**config.mk**
```make
export PLATFORM = sky130hd
export DESIGN_NAME = tpu_operand_sequencer
export DESIGN_NICKNAME = d
export VERILOG_FILES = /design/src/rtl/tpu_pkg.sv /design/src/rtl/tpu_pipe_reg.sv /design/src/rtl/tpu_operand_sequencer.sv
export SDC_FILE = /design/constraint.sdc
export NUM_CORES = 1
export LEC_CHECK = 0
export BUFFER_PORTS_ARGS = -buffer_cell sky130_fd_sc_hd__buf_2
export CAP_MARGIN = 20
export CORE_ASPECT_RATIO = 2
export CORE_UTILIZATION = 35
export DETAILED_ROUTE_END_ITERATION = 8
export GPL_TIMING_DRIVEN = 0
export PLACE_DENSITY = 0.66
export SLEW_MARGIN = 0
export SYNTH_ARGS = -nofsm -noshare
export SYNTH_HDL_FRONTEND = slang
export SYNTH_HIERARCHICAL = 1
export SYNTH_SLANG_ARGS = --single-unit
```
**constraint.sdc**
```tcl
create_clock -name clk -period 2.4 [get_ports clk]
set_clock_uncertainty 0.2 [all_clocks]
set_input_delay 0.48 -clock clk [delete_from_list [all_inputs] [get_ports clk]]
set_output_delay 0.48 -clock clk [all_outputs]
set_load 0.03 [all_outputs]
```
**src/rtl/tpu_pkg.sv**
```systemverilog
// Shared TPU datapath types and constants.
// Used by the operand sequencer, operand mux and downstream stages.
package tpu_pkg;

  localparam int   TPU_WIDTH  = 32;
  localparam logic SEL_WEIGHT = 1'b0;
  localparam logic SEL_ACT    = 1'b1;

  typedef enum logic [2:0] {
    IDLE,
    LOAD_W,
    STREAM_A,
    DRAIN,
    DONE
  } seq_state_t;

endpackage

```
**src/rtl/tpu_pipe_reg.sv**
```systemverilog
// One-entry valid/ready pipeline register.
// Holds its beat while stalled; reloads with no bubble on accept.
module tpu_pipe_reg #(
  parameter int WIDTH = 33
) (
  input  logic             clk,
  input  logic             rst_n,
  input  logic             load,
  input  logic [WIDTH-1:0] in_data,
  input  logic             out_ready,
  output logic [WIDTH-1:0] out_data,
  output logic             out_valid,
  output logic             can_load
);

  assign can_load = !out_valid || out_ready;

  // Capture a new beat, or empty the slot once downstream takes it.
  always_ff @(posedge clk or negedge rst_n) begin
    if (!rst_n) begin
      out_data  <= '0;
      out_valid <= 1'b0;
    end else if (load) begin
      out_data  <= in_data;
      out_valid <= 1'b1;
    end else if (out_ready) begin
      out_valid <= 1'b0;
    end
  end

endmodule

```
**src/rtl/tpu_operand_sequencer.sv**
```systemverilog
// Operand sequencer: weight burst then activation stream
// through one registered port feeding the operand mux.
module tpu_operand_sequencer
  import tpu_pkg::*;
#(
  parameter int WIDTH     = TPU_WIDTH,
  parameter int N_WEIGHTS = 8,
  parameter int CNT_W     = 16
) (
  input  logic             clk,
  input  logic             rst_n,
  input  logic             start,
  input  logic [CNT_W-1:0] num_act,
  input  logic [WIDTH-1:0] w_data,
  input  logic             w_valid,
  output logic             w_ready,
  input  logic [WIDTH-1:0] a_data,
  input  logic             a_valid,
  output logic             a_ready,
  output logic [WIDTH-1:0] out_data,
  output logic             out_sel,
  output logic             out_valid,
  input  logic             out_ready,
  output logic             busy,
  output logic             done
);

  localparam logic [CNT_W-1:0] W_LAST = CNT_W'(N_WEIGHTS - 1);

  seq_state_t       state;
  logic [CNT_W-1:0] w_cnt;
  logic [CNT_W-1:0] a_cnt;
  logic [CNT_W-1:0] act_total;

  logic             can_load;
  logic             w_fire;
  logic             a_fire;
  logic             load;
  logic [WIDTH:0]   load_beat;
  logic [WIDTH:0]   reg_q;

  assign w_ready = (state == LOAD_W) && can_load;
  assign a_ready = (state == STREAM_A) && can_load;
  assign w_fire  = w_valid && w_ready;
  assign a_fire  = a_valid && a_ready;
  assign load    = w_fire || a_fire;

  assign load_beat = w_fire ? {SEL_WEIGHT, w_data}
                            : {SEL_ACT, a_data};

  assign busy     = (state != IDLE);
  assign done     = (state == DONE);
  assign out_sel  = reg_q[WIDTH];
  assign out_data = reg_q[WIDTH-1:0];

  tpu_pipe_reg #(
    .WIDTH(WIDTH + 1)
  ) u_out_reg (
    .clk      (clk),
    .rst_n    (rst_n),
    .load     (load),
    .in_data  (load_beat),
    .out_ready(out_ready),
    .out_data (reg_q),
    .out_valid(out_valid),
    .can_load (can_load)
  );

  // Job FSM: weights, then activations, then wait for the output to empty.
  always_ff @(posedge clk or negedge rst_n) begin
    if (!rst_n) begin
      state     <= IDLE;
      w_cnt     <= '0;
      a_cnt     <= '0;
      act_total <= '0;
    end else begin
      unique case (state)
        IDLE: begin
          if (start) begin
            state     <= LOAD_W;
            act_total <= num_act;
            w_cnt     <= '0;
            a_cnt     <= '0;
          end
        end
        LOAD_W: begin
          if (w_fire) begin
            w_cnt <= w_cnt + 1'b1;
            if (w_cnt == W_LAST)
              state <= (act_total == '0) ? DRAIN : STREAM_A;
          end
        end
        STREAM_A: begin
          if (a_fire) begin
            a_cnt <= a_cnt + 1'b1;
            if (a_cnt == act_total - 1'b1)
              state <= DRAIN;
          end
        end
        DRAIN: begin
          if (can_load)
            state <= DONE;
        end
        DONE: begin
          state <= IDLE;
        end
        default: begin
          state <= IDLE;
        end
      endcase
    end
  end

endmodule

```
==> results.cfg <==
[run_status]
outcome = finished with violations
violations = design-rule violations, negative setup slack

[detailed_routing]
viasPerCell = 5.04
totalWireLength_mm = 11.6
first_iter_violations = 150
wl_per_cell_um = 15.7
dr.pass1.iters = 8
vias = 3721
ant_nets = 0
drc = 2

[yosys]
synth-edff-count = 0
synth-seq-cells = 85
yosys_most_used_dff = dfrtp_1
syn_area_sq_um = 4750
yosys.area.top_type_share_pct = 44.8
synth_cell_types = 45
async_flop_share_pct = 100
postSynthCellCount = 425
ys_seq_area_share_pct = 44.8
synth_nets = 514
synth.top_cells.by_area = dfrtp_1 45%, mux2_2 12%, mux2_4 9.2%
yosysTopAreaCell = dfrtp_1
yosysWarningCount = 6
synth.avg_cell_area_sq_um = 11.2

[hold_path]
hp-class = input pin to flip-flop

[pwr]
total_power_w = 0.00767
p_per_area_nw_per_um2 = 1230
power_leakage_nw = 2.89
ir_worst_vdd_mv = 0.783

[worst_setup_path]
crit_buf_inv = 1
end_kind = flip-flop
crit_required_ns = 2.45
cp_cell_sequence = or3_4 -> buf_12 -> nor4_4 -> mux2_4 -> mux2i_1 -> o21ai_1 -> nand4b_1 -> a211oi_2
crit_slowest_cell = or3_4
path_class = flip-flop to flip-flop
cp-start-kind = flip-flop
critPathArrivalTime_ns = 2.58
cp_max_fo = 3
path_delay_family = simple AND/OR/NAND/NOR gates
cp_slowest_stage_delay_ns = 0.44

[global_routing]
grt_max_degree = 60
grt-ovfl-total = 0
antenna_found_initial = 0
grtUsageTotal_pct = 17.4
grt_pass1_vias = 4086
grt_pass1_wl_mm = 19.0

[clock_tree]
cts_tree = built
cts_buffers = 9
root_buffer = clkbuf_16
h-tree-depth = 3
cts.clk_slew.worst_paths_ns = 0.06
clockBufferDepth = 2
cts_num_sinks = 85
worst_skew_pair.late_latency_ns = 0.34

[place]
port_buffers = 123
post-place-ws_ns = -0.520
place.gp.congestion = 0.817
dp_hpwl_mm = 8.59

[sta]
min_period_ns = 2.53
period_share_pct = 105
hold_viol = 0
slew_viol_final = 0
worst_hold_slack_ns = 0.154
finalSetupViolCount = 1
tightest_slew_ns = 0.457
setup_slack_ns = -0.131
slew_headroom_pct = 69.5
max_freq_ghz = 0.395
rsz0062_at_grt = true

[floorplan]
ios = 124
start_util_pct = 36.2
die_h_um = 167
fp-row-count = 59
core_area_sq_um = 13100
die-area_sq_um = 14100
fp.dieW_um = 84.4

[layout]
syn_to_final_growth_pct = 31.0
layout-drive-gt1-share_pct = 49.7
final_cell_mix = 124 x buf_2, 78 x dfrtp_1, 51 x mux2_2, 45 x nor2_1, 30 x mux2_4
multi_input_area_sq_um = 2550
diodes = 0
fillers = 1222
final_common_cell = buf_2
final_util_pct = 47.4
regArea_sq_um = 2140
final_nets = 671

[run]
maxCapViolations = 0
-- sequential cells by signal (all words and copies together) (netlist names) --
name                 flops
u_out_reg/out_valid      1
a_cnt                   16
u_out_reg/out_data      33
w_cnt                   16
state                    3
act_total               16
-- path summary, 6_finish.rpt --
path	from	end	slack, ns	cells after the start
worst max-delay path	act_total[5]$_DFFE_PN0P_	state[0]$_DFFE_PN0P_	-0.13	8
worst min-delay path	num_act[0]	act_total[0]$_DFFE_PN0P_	0.15	3
worst max register to register	act_total[5]$_DFFE_PN0P_	state[0]$_DFFE_PN0P_	-0.13	8
worst min register to register	u_out_reg/out_data[30]$_DFFE_PN0P_	u_out_reg/out_data[30]$_DFFE_PN0P_	0.30	1
max in group asynchronous	rst_n	act_total[5]$_DFFE_PN0P_	0.96	3
min in group asynchronous	rst_n	u_out_reg/out_data[4]$_DFFE_PN0P_	0.40	2
-- synthesized netlist by cell type, types with 10 or more instances --
| master | instances |
|---|---|
| nand2_1 | 24 |
| mux2_4 | 29 |
| clkbuf_1 | 12 |
| nor2_1 | 47 |
| xnor2_1 | 22 |
| nand4_1 | 10 |
| dfrtp_1 | 85 |
| nor3_1 | 11 |
| nand3_1 | 14 |
| mux2_2 | 51 |
| xor2_1 | 23 |
-- where the power goes --
part	internal (W)	switching [W]	total [W]
Clock	0.000810	0.000595	0.00140
Combinational	0.00193	0.00203	0.00396
Sequential	0.00194	0.000371	0.00231
-- cell families (layout without fill, tap and decap cells) --
kind of cell    after synthesis  in the layout  share of synthesized area (%)
flops                        85             85                           44.8
fa+ha+maj                     3              3                          0.790
xor+xnor                     45             45                           8.29
buf+inv                      30            192                           3.71
simple gates                145            145                           15.9
mux                          86             86                           22.5
compound gates               31             31                           4.05
-- final cells by class --
| class | instances | share of cell area, % |
|---|---|---|
| Timing Repair Buffer | 151 | 14.1 |
| Inverter | 8 | 0.482 |
| Multi-Input combinational cell | 310 | 41.0 |
| Clock buffer | 9 | 3.62 |
| Sequential cell | 85 | 34.3 |
| Tap cell | 152 | 3.05 |
| Clock inverter | 7 | 1.21 |
| Buffer | 17 | 2.27 |
-- worst reg2reg max path, cell delays in order (launching register included) --
cell	delay (ns)
dfrtp_2	0.40
or3_4	0.44
buf_12	0.15
nor4_4	0.34
mux2_4	0.21
mux2i_1	0.06
o21ai_1	0.21
nand4b_1	0.20
a211oi_2	0.23
-- metal layers --
| layer | routed length (um) | vias up | GRT usage (%) | share of wire [%] |
|---|---|---|---|---|
| li1 | - | 1800 | - | - |
| met1 | 4120 | 1773 | 17.4 | 36 |
| met2 | 6580 | 124 | 33.2 | 57 |
| met3 | 523 | 24 | 3.52 | 4.5 |
| met4 | 357 | 0 | 8.92 | 3.1 |
| met5 | 0 | - | 0 | 0 |
-- what timing repair did --
item / in CTS / in global routing
hold buffers: 1 / 0
gates resized for setup: 22 / 8
hold endpoints to repair: 26 / 0
pin swaps: 9 / 7
setup buffers: 18 / 8
setup endpoints to repair: 72 / 48
-- per-stage QoR --
step / cell area (sq um) / TNS [ns] / std cells
final: 6230 / -0.131 / 739
after global routing: 6230 / -0.191 / 739
after CTS: 6150 / -0.219 / 733
after detailed placement: 5630 / -23.94 / 701
after global placement: 5600 / -24.27 / 700
after floorplan: 4790 / -0.0126 / 425
No activity file was read; power rests on OpenSTA's default activity.
